<file path="src/rtl/hazard_pkg.sv">
// hazard_move shared types and screen geometry.
// Fixed-point X uses FRAC_BITS fractional bits.
package hazard_pkg;
  localparam int SCREEN_W  = 640;
  localparam int FRAC_BITS = 4;
  localparam int POS_W     = 15;
  localparam int XW        = POS_W - FRAC_BITS;
  localparam int WRAP_FX   = SCREEN_W << FRAC_BITS;

  typedef enum logic [1:0] {
    IDLE,
    MOVE,
    HIT,
    RESPAWN
  } hazard_state_t;
endpackage

</file>
<file path="src/rtl/hazard_move_if.sv">
// Frame/collision inputs and sprite coordinate outputs.
// master drives the controls, slave is the hazard.
interface hazard_move_if
  import hazard_pkg::*;
  ();
  logic          startOfFrame;
  logic          enable;
  logic          collision;
  logic [XW-1:0] ObjectStartX;
  logic [XW-1:0] ObjectStartY;
  logic          visible;
  logic          hit;

  modport master (
    output startOfFrame, enable, collision,
    input  ObjectStartX, ObjectStartY, visible, hit
  );

  modport slave (
    input  startOfFrame, enable, collision,
    output ObjectStartX, ObjectStartY, visible, hit
  );
endinterface

</file>
<file path="src/rtl/pos_wrap_step.sv">
// One fixed-point X step with wrap across the screen.
// Fraction bits pass through the wrap untouched.
module pos_wrap_step
  import hazard_pkg::*;
(
  input  logic [POS_W-1:0]  i_pos_fx,
  input  logic signed [15:0] i_speed,
  output logic [POS_W-1:0]  o_pos_fx
);
  localparam logic signed [15:0] W = 16'(WRAP_FX);

  logic signed [15:0] w_n;
  logic signed [15:0] w_r;

  always_comb begin
    w_n = $signed({1'b0, i_pos_fx}) + i_speed;
    w_r = w_n;
    if (w_n < 0)
      w_r = w_n + W;
    else if (w_n >= W)
      w_r = w_n - W;
    o_pos_fx = POS_W'(w_r);
  end
endmodule

</file>
<file path="src/rtl/hazard_move.sv">
// Lane hazard position controller with hit/respawn FSM.
// Optional blink during HIT: define HAZARD_BLINK_EN.
module hazard_move
  import hazard_pkg::*;
#(
  parameter int INIT_X     = 100,
  parameter int LANE_Y     = 200,
  parameter int SPEED_X    = 32,
  parameter int HIT_FRAMES = 30
) (
  input logic           CLK,
  input logic           RESET,
  hazard_move_if.slave  bus
);
  localparam logic [POS_W-1:0] INIT_FX =
    POS_W'(INIT_X << FRAC_BITS);
  localparam logic [7:0] CNT_LOAD = 8'(HIT_FRAMES - 1);
  localparam logic signed [15:0] SPD = 16'(SPEED_X);

  hazard_state_t    r_state;
  hazard_state_t    w_state_n;
  logic [POS_W-1:0] r_pos;
  logic [POS_W-1:0] w_pos_n;
  logic [POS_W-1:0] w_step;
  logic [7:0]       r_cnt;
  logic [7:0]       w_cnt_n;
  logic             r_pend;
  logic             w_col;
  logic             r_vis;
  logic             w_vis_n;
  logic             r_hit;
  logic             w_hit_n;
`ifdef HAZARD_BLINK_EN
  logic [1:0]       r_blk;
  logic [1:0]       w_blk_n;
  logic             r_bvis;
  logic             w_bvis_n;
`endif

  pos_wrap_step u_step (
    .i_pos_fx (r_pos),
    .i_speed  (SPD),
    .o_pos_fx (w_step)
  );

  always_comb begin
    w_col     = r_pend | bus.collision;
    w_state_n = r_state;
    w_pos_n   = r_pos;
    w_cnt_n   = r_cnt;
`ifdef HAZARD_BLINK_EN
    w_blk_n   = r_blk;
    w_bvis_n  = r_bvis;
`endif
    if (!bus.enable) begin
      w_state_n = IDLE;
      w_pos_n   = INIT_FX;
    end else if (bus.startOfFrame) begin
      unique case (r_state)
        IDLE: w_state_n = MOVE;
        MOVE: begin
          if (w_col) begin
            w_state_n = HIT;
            w_cnt_n   = CNT_LOAD;
`ifdef HAZARD_BLINK_EN
            w_blk_n   = 2'd0;
            w_bvis_n  = 1'b1;
`endif
          end else begin
            w_pos_n = w_step;
          end
        end
        HIT: begin
          if (r_cnt == 8'd0) begin
            w_state_n = RESPAWN;
            w_pos_n   = INIT_FX;
          end else begin
            w_cnt_n = r_cnt - 8'd1;
`ifdef HAZARD_BLINK_EN
            // visibility flips each time the 2-bit count wraps
            w_blk_n = r_blk + 2'd1;
            if (r_blk == 2'd3)
              w_bvis_n = ~r_bvis;
`endif
          end
        end
        RESPAWN: w_state_n = MOVE;
      endcase
    end
    w_hit_n = (w_state_n == HIT);
    w_vis_n = (w_state_n == MOVE);
`ifdef HAZARD_BLINK_EN
    if (w_state_n == HIT)
      w_vis_n = w_bvis_n;
`endif
  end

  always_ff @(posedge CLK) begin
    if (RESET) begin
      r_state <= IDLE;
      r_pos   <= INIT_FX;
      r_cnt   <= 8'd0;
      r_pend  <= 1'b0;
      r_vis   <= 1'b0;
      r_hit   <= 1'b0;
`ifdef HAZARD_BLINK_EN
      r_blk   <= 2'd0;
      r_bvis  <= 1'b0;
`endif
    end else begin
      r_state <= w_state_n;
      r_pos   <= w_pos_n;
      r_cnt   <= w_cnt_n;
      r_pend  <= bus.startOfFrame ? 1'b0 : w_col;
      r_vis   <= w_vis_n;
      r_hit   <= w_hit_n;
`ifdef HAZARD_BLINK_EN
      r_blk   <= w_blk_n;
      r_bvis  <= w_bvis_n;
`endif
    end
  end

  assign bus.ObjectStartX = r_pos[POS_W-1:FRAC_BITS];
  assign bus.ObjectStartY = XW'(LANE_Y);
  assign bus.visible      = r_vis;
  assign bus.hit          = r_hit;
endmodule

</file>
<file path="src/flat_wrapper.sv">
// flat-port wrapper written by rule: the top's interface ports become plain ports
module hazard_move_flat import hazard_pkg::*;
#(
  parameter int INIT_X     = 100,
  parameter int LANE_Y     = 200,
  parameter int SPEED_X    = 32,
  parameter int HIT_FRAMES = 30
)
  (CLK, RESET, bus_startOfFrame, bus_enable, bus_collision, bus_ObjectStartX, bus_ObjectStartY, bus_visible, bus_hit);
  hazard_move_if bus_i ();
  input logic CLK;
  input logic RESET;
  input wire logic [$bits(bus_i.startOfFrame)-1:0] bus_startOfFrame;
  input wire logic [$bits(bus_i.enable)-1:0] bus_enable;
  input wire logic [$bits(bus_i.collision)-1:0] bus_collision;
  output wire logic [$bits(bus_i.ObjectStartX)-1:0] bus_ObjectStartX;
  output wire logic [$bits(bus_i.ObjectStartY)-1:0] bus_ObjectStartY;
  output wire logic [$bits(bus_i.visible)-1:0] bus_visible;
  output wire logic [$bits(bus_i.hit)-1:0] bus_hit;
  assign bus_i.startOfFrame = bus_startOfFrame;
  assign bus_i.enable = bus_enable;
  assign bus_i.collision = bus_collision;
  assign bus_ObjectStartX = bus_i.ObjectStartX;
  assign bus_ObjectStartY = bus_i.ObjectStartY;
  assign bus_visible = bus_i.visible;
  assign bus_hit = bus_i.hit;
  hazard_move #(.INIT_X(INIT_X), .LANE_Y(LANE_Y), .SPEED_X(SPEED_X), .HIT_FRAMES(HIT_FRAMES)) u_core (.CLK(CLK), .RESET(RESET), .bus(bus_i));
endmodule
</file>
<file path="config.mk">
export PLATFORM = sky130hd
export DESIGN_NAME = hazard_move_flat
export DESIGN_NICKNAME = d
export VERILOG_FILES = /design/src/rtl/hazard_pkg.sv /design/src/rtl/hazard_move_if.sv /design/src/rtl/pos_wrap_step.sv /design/src/rtl/hazard_move.sv /design/src/flat_wrapper.sv
export SDC_FILE = /design/constraint.sdc
export NUM_CORES = 1
export LEC_CHECK = 0
export CAP_MARGIN = 10
export CORE_MARGIN = 2
export CORE_UTILIZATION = 55
export CTS_CLUSTER_SIZE = 30
export DETAILED_ROUTE_END_ITERATION = 6
export HOLD_SLACK_MARGIN = 0.06
export PLACE_DENSITY = 0.95
export SYNTH_ARGS = -nofsm -noshare
export SYNTH_HDL_FRONTEND = slang
export SYNTH_SLANG_ARGS = --single-unit
</file>
<file path="constraint.sdc">
create_clock -name CLK -period 7.6 [get_ports CLK]
set_input_delay 1.52 -clock CLK [delete_from_list [all_inputs] [get_ports CLK]]
set_output_delay 1.52 -clock CLK [all_outputs]
set_load 0.02 [all_outputs]
</file>
* Word-level counts from Yosys, hierarchy flattened *
Index checks and enable logic that the tools add are counted.

word-level totals
  flip-flop bits (word level) = 28
  input bits = 5
  output and inout port bits = 24
  logic and storage cells = 44

cells by class
  add/sub/neg operators = 4
  $lt $le $gt $ge = 2
  equality and inequality tests = 9
  muxes and demuxes = 13
  bitwise operators = 2
  reductions and logical operators = 8

operators by type and width
  operator                number
  $mux 15                 4
  $pmux 15 s2             1
  $add 15x6->16 const B   1
  $ge 16x15->1 const B    1
  $lt 16x1->1 const B     1
  $mux 8                  2
  $pmux 8 s2              1
  $add 15x15->15 const B  1
  $sub 15x15->15 const B  1
  $logic_not 8->1         1
  $mux 2                  4
  $sub 8x1->8 const B     1
  $eq 2x2->1 const B      3
  $pmux 2 s3              1
  $reduce_or 2->1         3
  $reduce_and 5->1        1
  $eq 2x1->1 const B      2
  $ne 2x1->1 const B      2
  $ne 2x2->1 const B      2
  $reduce_and 4->1        1
  $logic_not 2->1         1
  $reduce_bool 2->1       1
  $not 1->1               1
  $or 1x1->1              1

* Depth between registers and ports, before layout *
  depth after elaboration = 6
  gate-level depth with buffers = 12
  gate-level depth less buffers = 12

* Cells and area by module *
Synthesis repeated with hierarchy kept, for this count alone.

second synthesis, totals
  cells, all modules = 319
  area, all modules = 2651.3 um^2

modules (own cells, without submodules)
  module         instances  cells an instance  area each (um^2)  seq. area each (um^2)
  hazard_move    1          181                1525.2            560.5
  pos_wrap_step  1          138                1126.1            0.0

* Worst setup path after synthesis *
No wires, ideal clock.

  kind = in2reg
  start point = in bus_startOfFrame
  end point = reg u_core.r_cnt[7]
  setup time = 0.130 ns
  arrival time = 2.856 ns
  required time = 7.470 ns
  slack = 4.613 ns
  cell stages on the path = 7
  buffers on the path = 0
  path through = nand3b_1 a311oi_4 nand2b_2 or3_4 nor4b_2 xnor2_1 nor3_2

on the way
  longest elaborated chain between the ends = 1

ends and longest elaborated chain
  item                        RTL line            RTL
  start, declared             flat_wrapper.sv:13  input wire logic [$bits(bus_i.startOfFrame)-1:0] bus_startOfFrame;
  $reduce_and 5->1 (no line)  --
  end signal, assigned        hazard_move.sv:113  r_cnt <= w_cnt_n;
  end, declared               hazard_move.sv:25   logic [7:0] r_cnt;

Every way passes these cells.
A chain may end at the register's enable or synchronous reset.

* Final worst setup path *
Same ends and word-level chain as after synthesis.

==> reports/metrics.csv <==
metric;value;unit
max-cap violations;0;
routed wire length;3.15;mm
Die ar.;0.00320;sq mm
WHS;0.541;ns
Worst Path Max Fanout;5;
Adder-Cell Fraction of Synth Area;6.58;%
Synthesis Warnings;0;
number of global-route vias before repair;1259;
Post-route DRC;0;
Detail Placement HPWL;2.39;mm
critical path arrival;3.61;ns
CP cell instances;clkdlybuf4s50_1 > nand3b_1 > a311oi_4 > nand2b_2 > or3_4 > nor4b_2 > xnor2_1 > nor3_2;
P&R area growth vs syn;10.4;%
pwr/cell area;131;mW/mm^2
post-synthesis simple-gate area fraction;27.3;%
Syn Area/Cell;8.18;sq um
share of layout cells above drive strength 1;7.00;%
XOR/XNOR share of the synthesized area;6.33;%
NumNets Final;214;
Synth Flop Type;dfxtp_1;
CTS buffer count;3;
routed vias/inst;5.74;
mux share of post-synthesis cell area;1.40;%
count leader, synth;dfxtp_1;
total negative slack;0;ns
crit path launch type;input port;
Post-synth EDFFs;0;
Clock Tree Root;clkbuf_4;
critical path startpoint;bus_startOfFrame;
Crit Path Class;in -> reg;
Cell Rows;19;
status;finished, final reports clean;
maximum vdd drop;117;uV
Setup Fix Bufs, Post-CTS;0;
RSZ-0062 raised after global routing;false;
CORE AREA;0.00269;sq mm
Initial Util;56.6;%
Internal;0.000156;W
first-pass GRT wire length;5.62;mm
vias;1326;
Placer Congestion;0.957;
CTS Buffer Depth;2;
largest area contributor in the netlist;dfxtp_1;
clk slew on worst S/H paths;0.14;ns
Final period util;44.7;%
part of the power in registers;57.6;%
NetSw;0.0000646;W
die height;56.6;microns
Period minus WS final;3.40;ns
H-tree levels;1;
all-layer global routing usage;22.4;%
Clock power frac;26.9;%
slowest stage delay, CP;0.54;ns
Achievable Freq;295;MHz
top post-synthesis cells by count;dfxtp_1, nand2_1, a21oi_1;
port bufs;16;
main combinational cell family by area after synthesis;simple AND/OR/NAND/NOR gates;
largest net degree at the start of global routing;15;
final-report hold violation count;0;
clock skew;0.0103;ns
Cells after Synth;186;
asr flop ratio synth;0;%
cts repair resizes;0;
#FFs+latches synth;23;
Ant. Diodes;0;
worst hold path startpoint;u_core.r_pos[7]$_SDFFE_PP0P_;
Synth Area in Compound Gates;18.6;%
max_slew headroom;58.1;%
largest cells by area after synthesis;dfxtp_1, ha_1, buf_4;
total power;0.000221;W
register area share after synthesis;30.3;%
# IOs;29;
worst hold path class;reg -> reg;
total gr overflow;0;
Logic pwr share;15.5;%
WL/cell;13.6;microns
Sw Share;29.3;%
Antenna Nets Post-Route;0;
CP required;7.82;ns
Mapped Area;0.00152;sq mm
Worst-Margin Slew;0.626;ns
worst reg2reg path startpoint;u_core.r_pos[5]$_SDFFE_PP0P_;
Leak;0.615;nW
Yosys cell types;46;
hold_buf cts;0;
kind of end point of the critical path;register;
Chip Width;56.6;microns
post-synth top area share;30.3;%
drt first pass iters;4;
initial antenna violation count;0;
CP max-delay cell;clkdlybuf4s50_1;
Initial DRC Count;43;
clock sink count;23;
Slew Viols, Final;0;
clk_lat worst skew;0.32;ns
TritonCTS clock tree;yes;
final setup vio count;0;
fin util;62.6;%
==> layout by cell type (no fill, tap or decap), types with 8 or more instances in the layout <==
cell / n
dfxtp_1: 23
nand2_1: 16
clkdlybuf4s50_1: 16
a21oi_1: 13
nor2_1: 12
conb_1: 12
o21ai_0: 11
nor3_1: 9
inv_1: 8
ha_1: 8
==> through the flow <==
stage | instances | setup WS, ns | area (sq um)
2_1_floorplan | 196 | 4.61 | 1560
3_3_place_gp | 227 | 3.99 | 1650
3_5_place_dp | 227 | 3.86 | 1650
4_1_cts | 231 | 4.21 | 1680
5_1_grt | 231 | 4.12 | 1680
6_report | 231 | 4.20 | 1680
==> power by group through the flow <==
stage	Clock, W	Combinational [W]	Sequential, W
3_5_place_dp	0	0.0000338	0.000130
2_1_floorplan	0	0.0000297	0.000130
6_report	0.0000594	0.0000342	0.000127
5_1_grt	0.0000677	0.0000381	0.000128
4_1_cts	0.0000609	0.0000341	0.000127
3_3_place_gp	0	0.0000332	0.000130
==> routing by layer <==
metal / wire (microns) / GRT usage, % / up-vias
met2: 1520 / 35.5 / 51
met1: 1400 / 28.8 / 605
met5: 0 / 0 / -
li1: - / - / 666
met4: 55 / 11.2 / 0
met3: 172 / 4.15 / 4
==> state kept, by name, summed over array words and instances (netlist names) <==
name	cells
u_core.bus.hit	1
u_core.bus.visible	1
u_core.r_cnt	8
u_core.r_pend	1
u_core.r_pos	10
u_core.r_state	2
==> kinds of logic after synthesis <==
kind of cell               Yosys count
DFF                                 23
buffers and inverters               24
AOI/OAI and AO/OA                   42
muxes                                2
other                                2
xor gates and xnor gates            11
and+or+nand+nor                     74
adders and majority gates            8
==> cell type report <==
class | instances | area (sq um)
Fill cell | 237 | 1010
Multi-Input combinational cell | 149 | 961
Sequential cell | 23 | 460
Timing Repair Buffer | 16 | 160
Tap cell | 31 | 38.8
Inverter | 8 | 30.0
Clock buffer | 3 | 22.5
Clock inverter | 1 | 7.51
==> critical path, delay by kind of cell <==
kind / cells / cell delay [ns]
XOR/XNOR: 1 / 0.18
AO/OA/AOI/OAI: 1 / 0.35
AND/OR/NAND/NOR: 5 / 1.02
buffers and inverters: 1 / 0.54
==> final timing paths <==
check,end,slack [ns],cells after the start
worst min-delay path,u_core.r_pos[7]$_SDFFE_PP0P_,0.54,2
worst max register to register,u_core.r_pos[13]$_SDFFE_PP0P_,4.59,12
worst min register to register,u_core.r_pos[7]$_SDFFE_PP0P_,0.54,2
worst max-delay path,u_core.r_cnt[7]$_SDFFE_PP0P_,4.20,8
Power figures use the tool's default switching activity.
